### src/rtl/pwm_cfg_pkg.sv
// Shared configuration for the PWM setpoint controller: widths, register
// map, reset values and the ramp state encoding.
package pwm_cfg_pkg;

    localparam int PWMWIDTH_DEF = 19;
    localparam int DSBITS_DEF   = 8;

    localparam logic [2:0] ADDR_TGT0   = 3'd0;
    localparam logic [2:0] ADDR_TGT1   = 3'd1;
    localparam logic [2:0] ADDR_TGT2   = 3'd2;
    localparam logic [2:0] ADDR_DS     = 3'd3;
    localparam logic [2:0] ADDR_COMMIT = 3'd4;
    localparam logic [2:0] ADDR_STEP0  = 3'd5;
    localparam logic [2:0] ADDR_STEP1  = 3'd6;
    localparam logic [2:0] ADDR_ABORT  = 3'd7;

    localparam logic [18:0] CMPA_RST = {16'hA000, 3'h5};
    localparam logic [7:0]  DS_RST   = 8'h12;

    typedef enum logic {
        IDLE = 1'b0,
        RAMP = 1'b1
    } state_t;

endpackage

### src/rtl/pwm_setpoint_ctrl.sv
// Register-programmed PWM compare setpoint with a rate-limited ramp that only
// updates the PWM outputs at period boundaries.
module pwm_setpoint_ctrl
    import pwm_cfg_pkg::*;
#(
    parameter int PWMWIDTH = PWMWIDTH_DEF,
    parameter int DSBITS   = DSBITS_DEF
) (
    input  logic                clk1d,
    input  logic                rst,
    input  logic [2:0]          regAddr,
    input  logic [7:0]          regData,
    input  logic                regDataValid,
    input  logic                period_strobe,
    output logic [PWMWIDTH-1:0] cmpA,
    output logic [DSBITS-1:0]   ds_fraction,
    output logic                dirty,
    output logic                busy
);

    localparam int DW = PWMWIDTH + 1;
    localparam int UW = PWMWIDTH - 16;

    state_t              state_reg;
    logic [PWMWIDTH-1:0] cmpa_reg;
    logic [PWMWIDTH-1:0] target_reg;
    logic [PWMWIDTH-1:0] scratch_tgt_reg;
    logic [DSBITS-1:0]   ds_frac_reg;
    logic [DSBITS-1:0]   pend_ds_reg;
    logic [DSBITS-1:0]   scratch_ds_reg;
    logic [15:0]         step_reg;
    logic                dirty_reg;

    logic                do_commit;
    logic                do_abort;
    logic                scratch_wr;
    logic [DW-1:0]       diff;
    logic [DW-1:0]       mag;
    logic                go_down;
    logic                reach;
    logic [PWMWIDTH-1:0] cmpa_stepped;

    assign do_commit  = regDataValid && (regAddr == ADDR_COMMIT);
    assign do_abort   = regDataValid && (regAddr == ADDR_ABORT);
    assign scratch_wr = regDataValid && !(regAddr == ADDR_COMMIT || regAddr == ADDR_ABORT);

    // Signed distance to target in one extra bit; a step at least as large as
    // the remaining distance (or a zero step) lands exactly on the target.
    assign diff         = {1'b0, target_reg} - {1'b0, cmpa_reg};
    assign go_down      = diff[DW-1];
    assign mag          = go_down ? (~diff + DW'(1)) : diff;
    assign reach        = (step_reg == 16'h0000) || (DW'(step_reg) >= mag);
    assign cmpa_stepped = go_down ? (cmpa_reg - PWMWIDTH'(step_reg))
                                  : (cmpa_reg + PWMWIDTH'(step_reg));

    always_ff @(posedge clk1d or posedge rst) begin
        if (rst) begin
            state_reg       <= IDLE;
            cmpa_reg        <= PWMWIDTH'(CMPA_RST);
            target_reg      <= PWMWIDTH'(CMPA_RST);
            scratch_tgt_reg <= PWMWIDTH'(CMPA_RST);
            ds_frac_reg     <= DSBITS'(DS_RST);
            pend_ds_reg     <= DSBITS'(DS_RST);
            scratch_ds_reg  <= DSBITS'(DS_RST);
            step_reg        <= 16'h0000;
            dirty_reg       <= 1'b0;
        end else begin
            if (regDataValid) begin
                unique case (regAddr)
                    ADDR_TGT0:  scratch_tgt_reg[7:0]          <= regData;
                    ADDR_TGT1:  scratch_tgt_reg[15:8]         <= regData;
                    ADDR_TGT2:  scratch_tgt_reg[PWMWIDTH-1:16] <= UW'(regData[2:0]);
                    ADDR_DS:    scratch_ds_reg                <= DSBITS'(regData);
                    ADDR_STEP0: step_reg[7:0]                 <= regData;
                    ADDR_STEP1: step_reg[15:8]                <= regData;
                    default: ;
                endcase
            end

            if (do_commit)
                dirty_reg <= 1'b0;
            else if (scratch_wr)
                dirty_reg <= 1'b1;

            unique case (state_reg)
                IDLE: begin
                    if (do_commit) begin
                        target_reg  <= scratch_tgt_reg;
                        pend_ds_reg <= scratch_ds_reg;
                        state_reg   <= RAMP;
                    end else if (do_abort) begin
                        pend_ds_reg <= ds_frac_reg;
                    end
                end
                RAMP: begin
                    if (do_abort) begin
                        pend_ds_reg <= ds_frac_reg;
                        state_reg   <= IDLE;
                    end else begin
                        // The strobe step uses the target held before any
                        // same-cycle commit; the commit simply retargets.
                        if (period_strobe) begin
                            if (reach) begin
                                cmpa_reg    <= target_reg;
                                ds_frac_reg <= pend_ds_reg;
                                if (!do_commit)
                                    state_reg <= IDLE;
                            end else begin
                                cmpa_reg <= cmpa_stepped;
                            end
                        end
                        if (do_commit) begin
                            target_reg  <= scratch_tgt_reg;
                            pend_ds_reg <= scratch_ds_reg;
                        end
                    end
                end
                default: state_reg <= IDLE;
            endcase
        end
    end

    assign cmpA        = cmpa_reg;
    assign ds_fraction = ds_frac_reg;
    assign dirty       = dirty_reg;
    assign busy        = (state_reg == RAMP);

endmodule

### config.mk
export PLATFORM = sky130hd
export DESIGN_NAME = pwm_setpoint_ctrl
export DESIGN_NICKNAME = d
export VERILOG_FILES = /design/src/rtl/pwm_cfg_pkg.sv /design/src/rtl/pwm_setpoint_ctrl.sv
export SDC_FILE = /design/constraint.sdc
export NUM_CORES = 1
export LEC_CHECK = 0
export ABC_AREA = 1
export BUFFER_PORTS_ARGS = -buffer_cell sky130_fd_sc_hd__buf_2
export CORE_MARGIN = 4
export CORE_UTILIZATION = 45
export CTS_BUF_LIST = sky130_fd_sc_hd__clkbuf_4
export DETAILED_ROUTE_END_ITERATION = 10
export PLACE_DENSITY = 0.61
export SYNTH_ARGS = -nofsm -noshare
export SYNTH_HDL_FRONTEND = slang
export SYNTH_SLANG_ARGS = --single-unit
### constraint.sdc
create_clock -name clk1d -period 5.3 [get_ports clk1d]
set_clock_uncertainty 0.2 [all_clocks]
set_input_delay 1.06 -clock clk1d [delete_from_list [all_inputs] [get_ports clk1d]]
set_output_delay 1.06 -clock clk1d [all_outputs]
set_load 0.05 [all_outputs]
==> results of run 1 <==
==> final timing paths <==
kind                       slack [ps]  cells after the start                  startpoint                              end
min                               280                      2  ds_fraction[4]$_DFFE_PP1P_       ds_fraction[4]$_DFFE_PP1P_
min reg2reg                       280                      2  ds_fraction[4]$_DFFE_PP1P_       ds_fraction[4]$_DFFE_PP1P_
max                               540                     24        cmpA[16]$_DFFE_PP1P_             cmpA[14]$_DFFE_PP0P_
max in group asynchronous        3320                      3                         rst  scratch_tgt_reg[16]$_DFFE_PP1P_
max reg2reg                       540                     24        cmpA[16]$_DFFE_PP1P_             cmpA[14]$_DFFE_PP0P_
min in group asynchronous         550                      2                         rst        target_reg[4]$_DFFE_PP0P_
==> layout make-up <==
| cell class | instances | area [sq um] |
|---|---|---|
| Tap cell | 216 | 270 |
| Clock inverter | 6 | 40.0 |
| Timing Repair Buffer | 56 | 313 |
| Sequential cell | 99 | 2500 |
| Fill cell | 1686 | 8000 |
| Inverter | 150 | 566 |
| Multi-Input combinational cell | 795 | 4240 |
| Clock buffer | 9 | 67.6 |
| Antenna cell | 1 | 2.50 |
==> worst max-delay path, stage by stage, from the launching register on <==
cell	delay, ps
dfstp_2	600
inv_1	50
ha_1	340
nand2_1	90
nor2_1	180
and2_1	200
nand3_1	110
nand3_1	110
nand2_1	70
nand2_2	230
o21ai_0	160
xor2_1	160
ha_1	350
nand2_1	80
nor3_1	370
nand2_1	100
nand3_1	140
nand3_1	130
o21ai_0	310
nand3_1	150
nor2_1	120
nor2_1	60
xnor2_1	130
nand4_1	110
nand3_1	130
==> layer usage <==
| layer | share of wire, % | global-route usage, % | routed length (microns) |
|---|---|---|---|
| met1 | 48 | 33.5 | 10100 |
| met2 | 45 | 37.3 | 9510 |
| met3 | 4.4 | 3.03 | 924 |
| met4 | 2.3 | 6.55 | 490 |
| met5 | 0.057 | 0 | 12 |
==> kinds of logic (layout without fill, tap and decap cells) <==
logic type / Yosys count / count (layout) / synth area share (%)
AO/OA/AOI/OAI: 136 / 136 / 9.98
XOR/XNOR: 45 / 45 / 5.31
adder cells (fa/ha/maj): 57 / 57 / 9.81
buffers and inverters: 176 / 221 / 9.31
flip-flops: 99 / 99 / 33.7
other: 0 / 1 / 0
AND/OR/NAND/NOR: 557 / 557 / 31.9
==> stage by stage <==
| stage | cell area [sq um] | util, % | std cells | setup WS, ps |
|---|---|---|---|---|
| 4_1_cts | 7990 | 50.0 | 1331 | 476 |
| 3_3_place_gp | 7890 | 49.3 | 1316 | 600 |
| 3_5_place_dp | 7890 | 49.3 | 1316 | 515 |
| 5_1_grt | 8000 | 50.0 | 1332 | 120 |
| 2_1_floorplan | 7420 | - | 1070 | 907 |
| 6_report | 8000 | 50.0 | 1332 | 542 |
==> layout by cell type (no fill, tap or decap), types with 4 or more instances in the layout <==
master    synthesis  routed
o31ai_1           5       5
nand2_2           9       9
buf_4             1      13
xnor2_1           8       8
dfrtp_1          81      81
a21oi_1          38      38
buf_2             3      43
and2_1            4       4
xor2_1           37      37
dfstp_2          18      18
clkbuf_4          0       9
o21ai_0          71      71
o21a_1            5       5
nand3_1          85      85
nand4_1          30      30
nor3_1           11      11
nor2_1           70      69
ha_1             55      55
o22ai_1           8       8
inv_1           145     144
nand2_1         335     335
==> flow_metrics.env, run 1 <==
export IMPL_synth_enable_flop_cells=0
export IMPL_fmax_mhz=210
export IMPL_period_needed_ps=4760
export IMPL_totalNegativeSetupSlack_ps=0
export IMPL_grt_pass1_wl_microns=33900
export IMPL_htree_num_levels=3
export IMPL_synth_commonest_cells="nand2_1 (335), inv_1 (145), nand3_1 (85)"
export IMPL_grt_pass1_vias=6503
export IMPL_die_w_microns=136
export IMPL_drtAntennaViolNets=0
export IMPL_whs_ps=279
export IMPL_drc=0
export IMPL_status="finished clean"
export IMPL_max_cap_violations=0
export IMPL_avgSynthCellArea_sq_um=6.94
export IMPL_cts_setup_buffers=0
export IMPL_start_util_pct=46.4
export IMPL_syn_area_sq_um=7420
export IMPL_dp_hpwl_microns=16500
export IMPL_coreArea_sq_um=16000
export IMPL_antenna_found_initial=2
export IMPL_synth_most_common_cell="nand2_1"
export IMPL_wire_per_inst_microns=15.8
export IMPL_slew_viol_final=0
export IMPL_drive_above_1_share_pct=10.0
export IMPL_ys_ff_latch=99
export IMPL_clock_latency_ps=450
export IMPL_slew_headroom_pct=46.6
export IMPL_min_period_over_period_pct=89.8
export IMPL_synth_net_count=1142
export IMPL_worstPathMaxFanout=14
export IMPL_hold_buffers=0
export IMPL_place_gp_congestion=0.936
export IMPL_synth_area_leader_cell="dfrtp_1"
export IMPL_io_buffer_count=43
export IMPL_synth_top_area_share_pct=27.3
export IMPL_rows=46
export IMPL_cp_start_kind="flop"
export IMPL_grt_usage_pct=23.4
export IMPL_die_height_microns=136
export IMPL_drt_wl_total_microns=21100
export IMPL_cts_sinks=99
export IMPL_vias_per_cell=5.16
export IMPL_crit_arrival_ps=4930
export IMPL_setup_violations=0
export IMPL_via_count=6871
export IMPL_async_flop_share_pct=100
export IMPL_io_pins=44
export IMPL_synth_cell_type_count=38
export IMPL_hold_violations=0
export IMPL_yosysWarningCount=0
export IMPL_rsz0062_at_grt="false"
export IMPL_design_die_area_sq_um=18600
export IMPL_area_growth_pct=7.76
export IMPL_cts_resized=0
export IMPL_drt_initial_drc_count=409
export IMPL_cts_buffers=9
export IMPL_hold_class="reg -> reg"
export IMPL_clockRootBuffer="clkbuf_4"
export IMPL_grt_max_degree=63
export IMPL_path_class="reg -> reg"
export IMPL_cts_tree="yes"
export IMPL_synth_seq_area_share_pct=33.7
export IMPL_overflow=0
export IMPL_nets=1183
export IMPL_first_pass_iters=5
export IMPL_synth_ff_type="dfrtp_1"
export IMPL_cts_path_max_buffers=2
export IMPL_tightest_slew_ps=801
export IMPL_endpoint_kind="flop"
export IMPL_clk_pin_slew_ps=150
export IMPL_netlist_instances=1070
export IMPL_cp_required_ps=5480
export IMPL_synth_area_leaders="dfrtp_1 (27%), nand2_1 (17%), ha_1 (9.3%)"
Power of run 1 is not shown: default switching activity piles up to over one toggle a cycle in this logic, so the estimate is an artifact.
==> run 2: changes to the inputs <==
==> constraint.sdc (replaced) <==
create_clock -name clk1d -period 5.6 [get_ports clk1d]
set_clock_uncertainty 0.2 [all_clocks]
set_input_delay 1.12 -clock clk1d [delete_from_list [all_inputs] [get_ports clk1d]]
set_output_delay 1.12 -clock clk1d [all_outputs]
set_load 0.05 [all_outputs]
==> flow_metrics.env, run 2 (synthesis gave the netlist of run 1 again) <==
export IMPL_io_buffer_count=43
export IMPL_antenna_found_initial=1
export IMPL_coreArea_sq_um=16000
export IMPL_die_w_microns=136
export IMPL_crit_arrival_ps=5290
export IMPL_slew_headroom_pct=39.9
export IMPL_crit_top_cell="nand3_1"
export IMPL_crit_family="simple AND/OR/NAND/NOR gates"
export IMPL_grt_pass1_wl_microns=34200
export IMPL_io_pins=44
export IMPL_setup_violations=0
export IMPL_hold_violations=0
export IMPL_tightest_slew_ps=901
export IMPL_drt_initial_drc_count=407
export IMPL_most_common_layout_cells="nand2_1 (335), inv_1 (144), nand3_1 (85)"
export IMPL_status="finished clean"
export IMPL_min_period_over_period_pct=90.7
export IMPL_cts_path_max_buffers=2
export IMPL_hold_class="reg -> reg"
export IMPL_design_die_area_sq_um=18600
export IMPL_clockRootBuffer="clkbuf_4"
export IMPL_endpoint_kind="flop"
export IMPL_grt_usage_pct=23.5
export IMPL_cts_sinks=99
export IMPL_path_class="reg -> reg"
export IMPL_first_pass_iters=5
export IMPL_worstPathMaxFanout=22
export IMPL_vias_per_cell=5.16
export IMPL_cp_slowest_cell="dfstp_2"
export IMPL_via_count=6869
export IMPL_place_gp_congestion=0.921
export IMPL_dp_hpwl_microns=16400
export IMPL_cts_buffers=9
export IMPL_cts_resized=0
export IMPL_fmax_mhz=197
export IMPL_rows=46
export IMPL_area_growth_pct=7.97
export IMPL_drtAntennaViolNets=0
export IMPL_rsz0062_at_grt="false"
export IMPL_hold_buffers=0
export IMPL_period_needed_ps=5080
export IMPL_worst_path_buf_inv=2
export IMPL_clk_pin_slew_ps=180
export IMPL_start_util_pct=46.4
export IMPL_overflow=0
export IMPL_cp_start_kind="flop"
export IMPL_drive_above_1_share_pct=10.1
export IMPL_htree_num_levels=3
export IMPL_grt_max_degree=70
export IMPL_layout_commonest_cell="nand2_1"
export IMPL_wire_per_inst_microns=15.7
export IMPL_cts_tree="yes"
export IMPL_max_cap_violations=0
export IMPL_cts_setup_buffers=0
export IMPL_crit_path_max_incr_delay_ps=600
export IMPL_grt_pass1_vias=6577
export IMPL_slew_viol_final=0
export IMPL_die_height_microns=136
export IMPL_nets=1181
export IMPL_totalNegativeSetupSlack_ps=0
export IMPL_drc=0
export IMPL_clock_latency_ps=470
export IMPL_drt_wl_total_microns=20900
export IMPL_cp_required_ps=5810
-- run 2: cell count changes in the layout (fill, tap and decap cells not counted) --
cell	delta
buf_4	-2
a21boi_0	+1
clkinvlp_4	+2
clkinv_2	-2
a21boi_1	-1
clkinv_8	+1
clkinv_1	-1
inv_8	+2
inv_6	-1
-- run 2: worst paths after layout --
| kind | slack, ps | end | cells past startpoint | start |
|---|---|---|---|---|
| hold reg to reg | 270 | target_reg[16]$_DFFE_PP1P_ | 2 | scratch_tgt_reg[16]$_DFFE_PP1P_ |
| min in group asynchronous | 620 | scratch_tgt_reg[1]$_DFFE_PP0P_ | 2 | rst |
| hold / removal | 270 | target_reg[16]$_DFFE_PP1P_ | 2 | scratch_tgt_reg[16]$_DFFE_PP1P_ |
| setup / recovery | 520 | cmpA[14]$_DFFE_PP0P_ | 25 | cmpA[16]$_DFFE_PP1P_ |
| max in group asynchronous | 3560 | scratch_tgt_reg[18]$_DFFE_PP1P_ | 3 | rst |
| setup reg to reg | 520 | cmpA[14]$_DFFE_PP0P_ | 25 | cmpA[16]$_DFFE_PP1P_ |
-- run 2: final cells by class --
type                    instances  area, sq um
fillers                      1724         7990
inverters                     150          566
clock inverters                 7         71.3
clock buffers                   9         67.6
repair buffers                 54          298
multi-input cells             795         4240
well taps                     216          270
diodes                          1         2.50
flip-flops and latches         99         2500
-- run 2: metrics by stage --
step                std cells  cell area, sq um  hold slack (ps)  utilization [%]  worst slack (ps)
floorplan                1070              7420              242                -              1210
global placement         1314              7870              249             49.2               561
detailed placement       1314              7870              253             49.2               598
CTS                      1330              8010              284             50.1               536
global route             1331              8010              298             50.1              80.7
finish                   1331              8010              273             50.1               522
-- run 2: tightest hold or removal path, stage by stage, from the launching register on --
cell and delay (ps):
dfstp_2 400, nand2_1 60, nand2_1 50
-- run 2: routing by layer --
metal / track usage (%) / vias to the layer above / wire length [microns]
met4: 5.49 / 0 / 337
met5: 0 / - / 0
met2: 37.9 / 164 / 9600
li1: - / 3530 / -
met3: 3.15 / 16 / 950
met1: 33.5 / 3159 / 10000
Power of run 2 is left out for the same reason.
==> run 3: changes to the inputs <==
--- a/config.mk
+++ b/config.mk
@@ -7,11 +7,11 @@
 export LEC_CHECK = 0
 export ABC_AREA = 1
 export BUFFER_PORTS_ARGS = -buffer_cell sky130_fd_sc_hd__buf_2
+export CAP_MARGIN = 5
 export CORE_MARGIN = 4
-export CORE_UTILIZATION = 45
+export CORE_UTILIZATION = 40
 export CTS_BUF_LIST = sky130_fd_sc_hd__clkbuf_4
 export DETAILED_ROUTE_END_ITERATION = 10
-export PLACE_DENSITY = 0.61
 export SYNTH_ARGS = -nofsm -noshare
 export SYNTH_HDL_FRONTEND = slang
 export SYNTH_SLANG_ARGS = --single-unit
==> flow_metrics.env, run 3 (synthesis gave the netlist of run 1 again) <==
export IMPL_status="finished clean"
export IMPL_hold_path_endpoint="target_reg[16]$_DFFE_PP1P_"
export IMPL_grt_pass1_wl_microns=34700
export IMPL_die_height_microns=144
export IMPL_grt_usage_pct=21.4
export IMPL_whs_ps=279
export IMPL_cts_sinks=99
export IMPL_first_pass_iters=5
export IMPL_io_pins=44
export IMPL_coreArea_sq_um=18100
export IMPL_clockRootBuffer="clkbuf_4"
export IMPL_cts_setup_buffers=0
export IMPL_hold_class="reg -> reg"
export IMPL_cts_tree="yes"
export IMPL_cp_required_ps=5810
export IMPL_area_growth_pct=7.97
export IMPL_endpoint_kind="flop"
export IMPL_via_count=6908
export IMPL_min_period_over_period_pct=87.7
export IMPL_slew_headroom_pct=44.8
export IMPL_worstPathMaxFanout=23
export IMPL_design_die_area_sq_um=20800
export IMPL_totalNegativeSetupSlack_ps=0
export IMPL_hold_buffers=0
export IMPL_io_buffer_count=43
export IMPL_drt_initial_drc_count=510
export IMPL_worst_r2r_endpoint="cmpA[15]$_DFFE_PP0P_"
export IMPL_r2r_cells=27
export IMPL_clk_pin_slew_ps=190
export IMPL_hold_depth=2
export IMPL_die_w_microns=144
export IMPL_vias_per_cell=5.15
export IMPL_most_common_layout_cells="nand2_1 (335), inv_1 (144), nand3_1 (85)"
export IMPL_fmax_mhz=204
export IMPL_path_class="reg -> reg"
export IMPL_drt_wl_total_microns=21200
export IMPL_fin_util_pct=44.3
export IMPL_dp_hpwl_microns=16300
export IMPL_cts_resized=0
export IMPL_cts_buffers=9
export IMPL_antenna_found_initial=1
export IMPL_crit_arrival_ps=5120
export IMPL_slew_viol_final=0
export IMPL_setup_violations=0
export IMPL_drive_above_1_share_pct=9.89
export IMPL_hold_violations=0
export IMPL_nets=1179
export IMPL_min_from="scratch_tgt_reg[16]$_DFFE_PP1P_"
export IMPL_drc=0
export IMPL_regToRegSetupSlack_ps=690
export IMPL_grt_max_degree=66
export IMPL_cts_path_max_buffers=2
export IMPL_place_gp_congestion=0.886
export IMPL_cp_start_kind="flop"
export IMPL_clock_latency_ps=510
export IMPL_tightest_slew_ps=828
export IMPL_max_cap_violations=0
export IMPL_layout_commonest_cell="nand2_1"
export IMPL_fillers=1877
export IMPL_rr_startpoint="cmpA[2]$_DFFE_PP1P_"
export IMPL_grt_pass1_vias=6696
export IMPL_drtAntennaViolNets=0
export IMPL_period_needed_ps=4910
export IMPL_htree_num_levels=3
export IMPL_rsz0062_at_grt="false"
export IMPL_overflow=0
export IMPL_rows=49
export IMPL_wire_per_inst_microns=15.8
export IMPL_start_util_pct=41.0
run 3: worst max-delay path by stage:
stage,from,to,slack (ps),cells past startpoint
after CTS,cmpA[2]$_DFFE_PP1P_,cmpA[15]$_DFFE_PP0P_,660,27
after detailed placement,cmpA[16]$_DFFE_PP1P_,cmpA[15]$_DFFE_PP0P_,690,24
final,cmpA[2]$_DFFE_PP1P_,cmpA[15]$_DFFE_PP0P_,690,27
after global placement,cmpA[2]$_DFFE_PP1P_,cmpA[15]$_DFFE_PP0P_,790,27
after floorplan,cmpA[10]$_DFFE_PP0P_,cmpA[15]$_DFFE_PP0P_,1210,25
after global routing,cmpA[2]$_DFFE_PP1P_,cmpA[15]$_DFFE_PP0P_,60,27
run 3: stage by stage:
step,setup WS (ps),instance area (sq um),instances
final,691,8010,1342
after global routing,63.0,8010,1342
after global placement,786,7870,1325
after CTS,659,8010,1341
after floorplan,1210,7420,1070
after detailed placement,695,7870,1325
run 3: worst max-delay path, stage by stage (launching register included):
cell and delay (ps):
dfstp_2 600, inv_1 50, ha_1 390, nand2_1 70, nand2_1 100, nand2_1 100, nand2_1 70, nand2_1 50
nand2_1 50, nand2_1 60, nand3_1 90, nand2_1 70, nand2_2 320, inv_2 220, or2_2 330, xor2_1 220
ha_1 330, a21oi_1 190, a21boi_0 190, nand2_1 100, a21boi_0 300, o21ai_0 210, nand2_1 90, inv_1 50
o21ai_0 130, nand2_1 60, nand4_1 80, nand3_1 80
run 3: routing by layer:
metal	routed length (microns)	GRT usage [%]
met2	9220	33.3
met4	406	5.84
met3	1050	3.17
met1	10500	31.1
met5	0	0
run 3: layout make-up:
type                            count  area (sq um)  area share [%]
Timing Repair Buffer               52           283            3.53
Tap cell                          229           287            3.58
Clock buffer                        9          67.6           0.843
Antenna cell                        1          2.50          0.0312
Multi-Input combinational cell    795          4240            52.9
Inverter                          150           566            7.06
Sequential cell                    99          2500            31.2
Clock inverter                      7          70.1           0.874
Power of run 3 is left out for the same reason.
